File: src/rtl/toast_lsu_pkg.sv
// toast_lsu shared definitions: memory op encodings,
// response cause codes and LSU FSM state encoding.
package toast_lsu_pkg;

  localparam logic [3:0] MEM_LB   = 4'b0000;
  localparam logic [3:0] MEM_LH   = 4'b0001;
  localparam logic [3:0] MEM_LW   = 4'b0010;
  localparam logic [3:0] MEM_LB_U = 4'b0100;
  localparam logic [3:0] MEM_LH_U = 4'b0101;
  localparam logic [3:0] MEM_SB   = 4'b1000;
  localparam logic [3:0] MEM_SH   = 4'b1001;
  localparam logic [3:0] MEM_SW   = 4'b1010;

  localparam logic [1:0] CAUSE_NONE    = 2'b00;
  localparam logic [1:0] CAUSE_MISALIGN = 2'b01;
  localparam logic [1:0] CAUSE_BUS_ERR = 2'b10;
  localparam logic [1:0] CAUSE_TIMEOUT = 2'b11;

  typedef enum logic [2:0] {
    ST_IDLE  = 3'd0,
    ST_REQ0  = 3'd1,
    ST_WAIT0 = 3'd2,
    ST_REQ1  = 3'd3,
    ST_WAIT1 = 3'd4,
    ST_RESP  = 3'd5
  } state_t;

  function automatic logic op_is_store(
    input logic [3:0] op
  );
    return op[3];
  endfunction

endpackage

File: src/rtl/toast_lsu_align.sv
// toast_lsu byte-lane steering for stores and
// load extraction/extension across up to two words.
module toast_lsu_align
  import toast_lsu_pkg::*;
(
  input  logic [3:0]  op_i,
  input  logic [1:0]  off_i,
  input  logic [31:0] wdata_i,
  input  logic [31:0] rdata_lo_i,
  input  logic [23:0] rdata_hi_i,
  output logic [3:0]  be_lo_o,
  output logic [3:0]  be_hi_o,
  output logic [31:0] wdata_lo_o,
  output logic [31:0] wdata_hi_o,
  output logic        misaligned_o,
  output logic [31:0] load_o
);

  logic        is_b;
  logic        is_h;
  logic        uns;
  logic [3:0]  be_base;
  logic [31:0] wmask;
  logic [7:0]  be_wide;
  logic [63:0] wd_wide;
  logic [31:0] word;

  assign is_b = (op_i[1:0] == 2'b00);
  assign is_h = (op_i[1:0] == 2'b01);
  assign uns  = op_i[2];

  // Base lane mask and store data trimmed to size.
  always_comb begin
    be_base = 4'b1111;
    wmask   = wdata_i;
    unique case (1'b1)
      is_b: begin
        be_base = 4'b0001;
        wmask   = {24'b0, wdata_i[7:0]};
      end
      is_h: begin
        be_base = 4'b0011;
        wmask   = {16'b0, wdata_i[15:0]};
      end
      default: ;
    endcase
  end

  assign be_wide = {4'b0, be_base} << off_i;
  assign wd_wide = {32'b0, wmask} << {off_i, 3'b000};

  assign be_lo_o      = be_wide[3:0];
  assign be_hi_o      = be_wide[7:4];
  assign wdata_lo_o   = wd_wide[31:0];
  assign wdata_hi_o   = wd_wide[63:32];
  assign misaligned_o = |be_wide[7:4];

  // Shift the two-word window down to the addressed byte.
  always_comb begin
    word = rdata_lo_i;
    unique case (off_i)
      2'd0: word = rdata_lo_i;
      2'd1: word = {rdata_hi_i[7:0], rdata_lo_i[31:8]};
      2'd2: word = {rdata_hi_i[15:0], rdata_lo_i[31:16]};
      default: word = {rdata_hi_i[23:0], rdata_lo_i[31:24]};
    endcase
  end

  // Sign/zero extension; stores return zero.
  always_comb begin
    load_o = word;
    if (op_is_store(op_i)) begin
      load_o = '0;
    end else if (is_b) begin
      load_o = {{24{~uns & word[7]}}, word[7:0]};
    end else if (is_h) begin
      load_o = {{16{~uns & word[15]}}, word[15:0]};
    end
  end

endmodule

File: src/rtl/toast_lsu.sv
// toast_lsu load/store unit, one access outstanding.
// Define TOAST_LSU_MISALIGNED_EN to split misaligned ops.
module toast_lsu
  import toast_lsu_pkg::*;
#(
  parameter int ADDR_W         = 32,
  parameter int TIMEOUT_CYCLES = 64
) (
  input  logic              clk_i,
  input  logic              rst_i,
  input  logic              req_valid_i,
  output logic              req_ready_o,
  input  logic [3:0]        req_op_i,
  input  logic [ADDR_W-1:0] req_addr_i,
  input  logic [31:0]       req_wdata_i,
  input  logic [4:0]        req_rd_addr_i,
  output logic              bus_req_o,
  input  logic              bus_gnt_i,
  output logic [ADDR_W-1:0] bus_addr_o,
  output logic              bus_we_o,
  output logic [3:0]        bus_be_o,
  output logic [31:0]       bus_wdata_o,
  input  logic              bus_rvalid_i,
  input  logic [31:0]       bus_rdata_i,
  input  logic              bus_err_i,
  output logic              rsp_valid_o,
  output logic [31:0]       rsp_rdata_o,
  output logic [4:0]        rsp_rd_addr_o,
  output logic              rsp_exception_o,
  output logic [1:0]        rsp_cause_o,
  output logic              busy_o
);

`ifdef TOAST_LSU_MISALIGNED_EN
  localparam bit SPLIT_EN = 1'b1;
`else
  localparam bit SPLIT_EN = 1'b0;
`endif

  localparam int TLIM =
    (TIMEOUT_CYCLES > 0) ? TIMEOUT_CYCLES - 1 : 0;
  localparam int CW =
    (TLIM > 0) ? $clog2(TLIM + 1) : 1;

  state_t state_q;
  state_t state_d;

  logic [3:0]        op_q;
  logic [1:0]        off_q;
  logic [4:0]        rd_q;
  logic              split_q;
  logic [ADDR_W-1:0] addr_q;
  logic              we_q;
  logic [3:0]        be_q;
  logic [3:0]        be_hi_q;
  logic [31:0]       wd_q;
  logic [31:0]       wd_hi_q;
  logic [31:0]       rdata_lo_q;
  logic [CW-1:0]     cnt_q;
  logic [31:0]       rsp_rdata_q;
  logic [4:0]        rsp_rd_q;
  logic              rsp_exc_q;
  logic [1:0]        rsp_cause_q;

  logic        idle;
  logic        in_wait;
  logic        tmo;
  logic        misal;
  logic        mis_fault;
  logic        wait_to_resp;
  logic [3:0]  a_op;
  logic [1:0]  a_off;
  logic [31:0] a_lo;
  logic [3:0]  be_lo;
  logic [3:0]  be_hi;
  logic [31:0] wd_lo;
  logic [31:0] wd_hi;
  logic [31:0] load_data;

  assign idle    = (state_q == ST_IDLE);
  assign in_wait = (state_q == ST_WAIT0) ||
                   (state_q == ST_WAIT1);
  assign tmo     = (TIMEOUT_CYCLES > 0) &&
                   (cnt_q == CW'(TLIM));

  assign a_op  = idle ? req_op_i : op_q;
  assign a_off = idle ? req_addr_i[1:0] : off_q;
  assign a_lo  = (state_q == ST_WAIT0) ?
                 bus_rdata_i : rdata_lo_q;

  toast_lsu_align u_align (
    .op_i         (a_op),
    .off_i        (a_off),
    .wdata_i      (req_wdata_i),
    .rdata_lo_i   (a_lo),
    .rdata_hi_i   (bus_rdata_i[23:0]),
    .be_lo_o      (be_lo),
    .be_hi_o      (be_hi),
    .wdata_lo_o   (wd_lo),
    .wdata_hi_o   (wd_hi),
    .misaligned_o (misal),
    .load_o       (load_data)
  );

  assign mis_fault    = misal && !SPLIT_EN;
  assign wait_to_resp = in_wait &&
                        (state_d == ST_RESP);

  // State register.
  always_ff @(posedge clk_i) begin
    if (rst_i) state_q <= ST_IDLE;
    else       state_q <= state_d;
  end

  // Next state; bus error and data take priority over timeout.
  always_comb begin
    state_d = state_q;
    unique case (state_q)
      ST_IDLE: begin
        if (req_valid_i)
          state_d = mis_fault ? ST_RESP : ST_REQ0;
      end
      ST_REQ0: begin
        if (bus_gnt_i) state_d = ST_WAIT0;
      end
      ST_WAIT0: begin
        if (bus_rvalid_i)
          state_d = (!bus_err_i && split_q) ?
                    ST_REQ1 : ST_RESP;
        else if (tmo)
          state_d = ST_RESP;
      end
      ST_REQ1: begin
        if (bus_gnt_i) state_d = ST_WAIT1;
      end
      ST_WAIT1: begin
        if (bus_rvalid_i || tmo) state_d = ST_RESP;
      end
      ST_RESP: state_d = ST_IDLE;
      default: state_d = ST_IDLE;
    endcase
  end

  // Request latch, bus beat registers and response capture.
  always_ff @(posedge clk_i) begin
    if (rst_i) begin
      op_q        <= '0;
      off_q       <= '0;
      rd_q        <= '0;
      split_q     <= 1'b0;
      addr_q      <= '0;
      we_q        <= 1'b0;
      be_q        <= '0;
      be_hi_q     <= '0;
      wd_q        <= '0;
      wd_hi_q     <= '0;
      rdata_lo_q  <= '0;
      cnt_q       <= '0;
      rsp_rdata_q <= '0;
      rsp_rd_q    <= '0;
      rsp_exc_q   <= 1'b0;
      rsp_cause_q <= CAUSE_NONE;
    end else begin
      if (idle && req_valid_i) begin
        op_q    <= req_op_i;
        off_q   <= req_addr_i[1:0];
        rd_q    <= req_rd_addr_i;
        split_q <= misal && SPLIT_EN;
        be_hi_q <= be_hi;
        wd_hi_q <= wd_hi;
        if (mis_fault) begin
          rsp_rdata_q <= '0;
          rsp_rd_q    <= req_rd_addr_i;
          rsp_exc_q   <= 1'b1;
          rsp_cause_q <= CAUSE_MISALIGN;
        end else begin
          addr_q <= {req_addr_i[ADDR_W-1:2], 2'b00};
          we_q   <= op_is_store(req_op_i);
          be_q   <= be_lo;
          wd_q   <= wd_lo;
        end
      end
      if (bus_req_o && bus_gnt_i)
        cnt_q <= '0;
      else if (in_wait && !bus_rvalid_i)
        cnt_q <= cnt_q + CW'(1);
      if (state_q == ST_WAIT0 && state_d == ST_REQ1) begin
        rdata_lo_q <= bus_rdata_i;
        addr_q     <= addr_q + ADDR_W'(4);
        be_q       <= be_hi_q;
        wd_q       <= wd_hi_q;
      end
      if (wait_to_resp) begin
        rsp_rd_q <= rd_q;
        if (bus_rvalid_i && bus_err_i) begin
          rsp_rdata_q <= '0;
          rsp_exc_q   <= 1'b1;
          rsp_cause_q <= CAUSE_BUS_ERR;
        end else if (bus_rvalid_i) begin
          rsp_rdata_q <= load_data;
          rsp_exc_q   <= 1'b0;
          rsp_cause_q <= CAUSE_NONE;
        end else begin
          rsp_rdata_q <= '0;
          rsp_exc_q   <= 1'b1;
          rsp_cause_q <= CAUSE_TIMEOUT;
        end
      end
    end
  end

  assign req_ready_o     = idle;
  assign busy_o          = !idle;
  assign bus_req_o       = (state_q == ST_REQ0) ||
                           (state_q == ST_REQ1);
  assign bus_addr_o      = addr_q;
  assign bus_we_o        = we_q;
  assign bus_be_o        = be_q;
  assign bus_wdata_o     = wd_q;
  assign rsp_valid_o     = (state_q == ST_RESP);
  assign rsp_rdata_o     = rsp_rdata_q;
  assign rsp_rd_addr_o   = rsp_rd_q;
  assign rsp_exception_o = rsp_exc_q;
  assign rsp_cause_o     = rsp_cause_q;

endmodule

File: config.mk
export PLATFORM = sky130hd
export DESIGN_NAME = toast_lsu
export DESIGN_NICKNAME = d
export VERILOG_FILES = /design/src/rtl/toast_lsu_pkg.sv /design/src/rtl/toast_lsu_align.sv /design/src/rtl/toast_lsu.sv
export SDC_FILE = /design/constraint.sdc
export NUM_CORES = 1
export LEC_CHECK = 0
export ABC_AREA = 1
export CORE_ASPECT_RATIO = 1.75
export CORE_MARGIN = 3
export CORE_UTILIZATION = 45
export CTS_BUF_LIST = sky130_fd_sc_hd__clkbuf_4 sky130_fd_sc_hd__clkbuf_8 sky130_fd_sc_hd__clkbuf_16
export CTS_CLUSTER_DIAMETER = 100
export CTS_CLUSTER_SIZE = 40
export DETAILED_ROUTE_END_ITERATION = 10
export GPL_TIMING_DRIVEN = 0
export PLACE_DENSITY = 0.86
export SLEW_MARGIN = 20
export SYNTH_ARGS = -nofsm -noshare
export SYNTH_HDL_FRONTEND = slang
export SYNTH_HIERARCHICAL = 1
export SYNTH_SLANG_ARGS = --single-unit
File: constraint.sdc
create_clock -name clk_i -period 7.6 [get_ports clk_i]
set_input_delay 0.76 -clock clk_i [delete_from_list [all_inputs] [get_ports clk_i]]
set_output_delay 0.76 -clock clk_i [all_outputs]
set_load 0.1 [all_outputs]
==> results.ini <==
[drt]
wirelength_mm = 30.85
drcViolationCount = 0
vias_per_cell = 5.349
drt_iter0_drc = 576
avgRoutedWirePerCell_um = 18.27
dr_total_vias = 9034
first_pass_iters = 5
antenna_left = 0

[floorplanning]
fp.dieW_um = 106.8
start_util = 0.4659
rows = 63
ios = 224
dieArea_sq_mm = 0.01949
core_sq_mm = 0.01718
die_y_um = 182.4

[clock_tree]
cts_inserted_buffers = 17
cts_max_level = 4
cts_max_path_buffers = 2
postCtsSetupRepairBufs = 0
cts_tree = built
insertion_delay_ns = 0.44
clkTransAtPathRegs_ns = 0.07
cts-root-buf = clkbuf_16
hold_buffers = 0
postCtsResizedCells = 0
clkSinkCount = 159

[synthesis]
syn_area_sq_mm = 0.008005
synthCells = 1203
avgSynthCellArea_sq_um = 6.654
yosysWarnings = 6

[global_routing]
first_global_vias = 8961
use_met1 = 0.3266
grt.busiest_layer = met2
grt_first_pass_wirelength_mm = 46.91
met2_usage = 0.5596
grt.overflow.total = 0
globalRouteTotalUtil = 0.3110
grt_start_max_net_pins = 17
antenna_found_initial = 4
use_met3 = 0.05239

[worst_setup_path]
path_delay_family = buffers and inverters
crit_path_end_kind = flip-flop
crit_slowest_cell = nor2_1
arrival_ns = 4.19
critPathRequiredTime_ns = 7.95
start_kind = flip-flop
max_stage_delay_ns = 0.57
cp_num_buf_inv = 8
crit_fanout = 10
critical_path.most_common_cell = clkbuf_1
critPathKind = reg2reg
cp_cell_sequence = inv_1 -> nand2_2 -> inv_2 -> clkbuf_1 -> o21ai_0 -> buf_6 -> buf_2 -> clkbuf_1 -> a21oi_1 -> nor2_1 -> nor2_8 -> inv_2 -> clkbuf_1 -> nand2_1 -> a21oi_1

[placed_design]
place_area_sq_mm = 0.01051
place_congestion = 0.9783
place_ws_ns = 3.692
io_buffers = 221
hpwlAfterDp_mm = 23.77

[sta]
layout_min_cycle_time_ns = 3.839
worstMarginPinSlew_ns = 1.039
whs_ns = 0.4247
timing.setup.tns_ns = 0
period_share = 0.5051
drv_slew = 0
relSlewSlack = 0.3051
finClkSkew_ns = 0.01081
layout_setup_ws_ns = 3.761
hold_viol_final = 0
setup_viol = 0
grt_setup_unrepaired = no
max_freq_ghz = 0.2605

[final_layout]
area_growth_pct = 38.37
drive_above_1_share = 0.09197
final_cell_area_sq_mm = 0.01108
finalNetCount = 1556
fill_cells = 1551

[power]
power_w = 0.005364
ir_worst_vdd_uv = 259.8
power_density_mw_per_mm2 = 484.2
p_leak_nw = 4.297

[run]
maxCapViolations = 0

[hold_path]
hp-class = reg2reg

[run_status]
status = finished, final reports clean

## layer usage
layer,share of wire,vias to the layer above
met5,0,-
met4,0.064,0
met3,0.056,117
met2,0.52,404
met1,0.36,4155
li1,-,4358
## cell usage in the layout (no fill, tap or decap), types with 2 or more instances in the layout
| cell type | count |
|---|---|
| a31oi_1 | 18 |
| a21oi_1 | 118 |
| o211ai_1 | 13 |
| nand2_2 | 16 |
| conb_1 | 2 |
| nor3_1 | 2 |
| nand2_1 | 336 |
| inv_1 | 107 |
| inv_8 | 2 |
| clkbuf_16 | 17 |
| nand4_1 | 2 |
| nand3_1 | 59 |
| o21a_1 | 8 |
| clkdlybuf4s50_1 | 221 |
| buf_4 | 9 |
| inv_4 | 2 |
| clkinvlp_4 | 6 |
| nor2_4 | 4 |
| a22oi_1 | 2 |
| a211oi_1 | 6 |
| buf_1 | 8 |
| buf_2 | 32 |
| o22ai_1 | 16 |
| nor2_1 | 105 |
| a21oi_2 | 10 |
| nand3b_1 | 2 |
| o21ai_0 | 94 |
| dfxtp_1 | 159 |
| inv_2 | 6 |
| nor2_2 | 11 |
| o21ai_1 | 2 |
| diode_2 | 5 |
| xor2_1 | 2 |
| buf_6 | 7 |
| clkbuf_1 | 36 |
| inv_6 | 5 |
## stage by stage
stage	util	instances
after floorplan	-	1204
after global placement	0.6113	1652
after detailed placement	0.6113	1652
after CTS	0.6439	1684
after global routing	0.6445	1688
final	0.6446	1689
## power by group
group | internal (W) | total, W | switching (W)
logic | 0.000890 | 0.00347 | 0.00258
registers | 0.000988 | 0.00107 | 0.0000846
clock network | 0.000436 | 0.000820 | 0.000384
total | 0.00231 | 0.00536 | 0.00305
## sequential cells by signal, indices dropped and copies added (netlist names)
signal and count:
bus_wdata_o 32, state_q 3, op_q 4, rdata_lo_q 32
bus_we_o 1, bus_be_o 4, off_q 2, rsp_cause_o 2
cnt_q 6, rsp_rdata_o 32, bus_addr_o 30, rsp_exception_o 1
rsp_rd_addr_o 5, rd_q 5
## worst register-to-register path: cells and delay by family (launching register included)
kind            cells  cell delay [ns]
simple gates        4             0.92
flops               1             0.37
buf+inv             8             1.91
compound gates      3             0.56
## area by class of cell
class,count,area [sq um],share of cell area
Antenna cell,5,12.51,0.001130
Inverter,116,440.4,0.03976
Clock inverter,14,120.1,0.01084
Sequential cell,159,3183,0.2874
Clock buffer,18,439.2,0.03965
Tap cell,227,284.0,0.02564
Multi-Input combinational cell,836,3899,0.3520
Timing Repair Buffer,221,2212,0.1997
Buffer,93,486.7,0.04394
## worst paths after layout
path | start | end | slack, ns | depth (start not counted)
max | state_q[2]$_SDFF_PP0_ | bus_addr_o[30]$_SDFFE_PP0P_ | 3.76 | 15
min | rdata_lo_q[23]$_SDFFE_PP0N_ | rdata_lo_q[23]$_SDFFE_PP0N_ | 0.42 | 2
max reg2reg | state_q[2]$_SDFF_PP0_ | bus_addr_o[30]$_SDFFE_PP0P_ | 3.76 | 15
min reg2reg | rdata_lo_q[23]$_SDFFE_PP0N_ | rdata_lo_q[23]$_SDFFE_PP0N_ | 0.42 | 2
No activity file was read; power rests on OpenSTA's default activity.
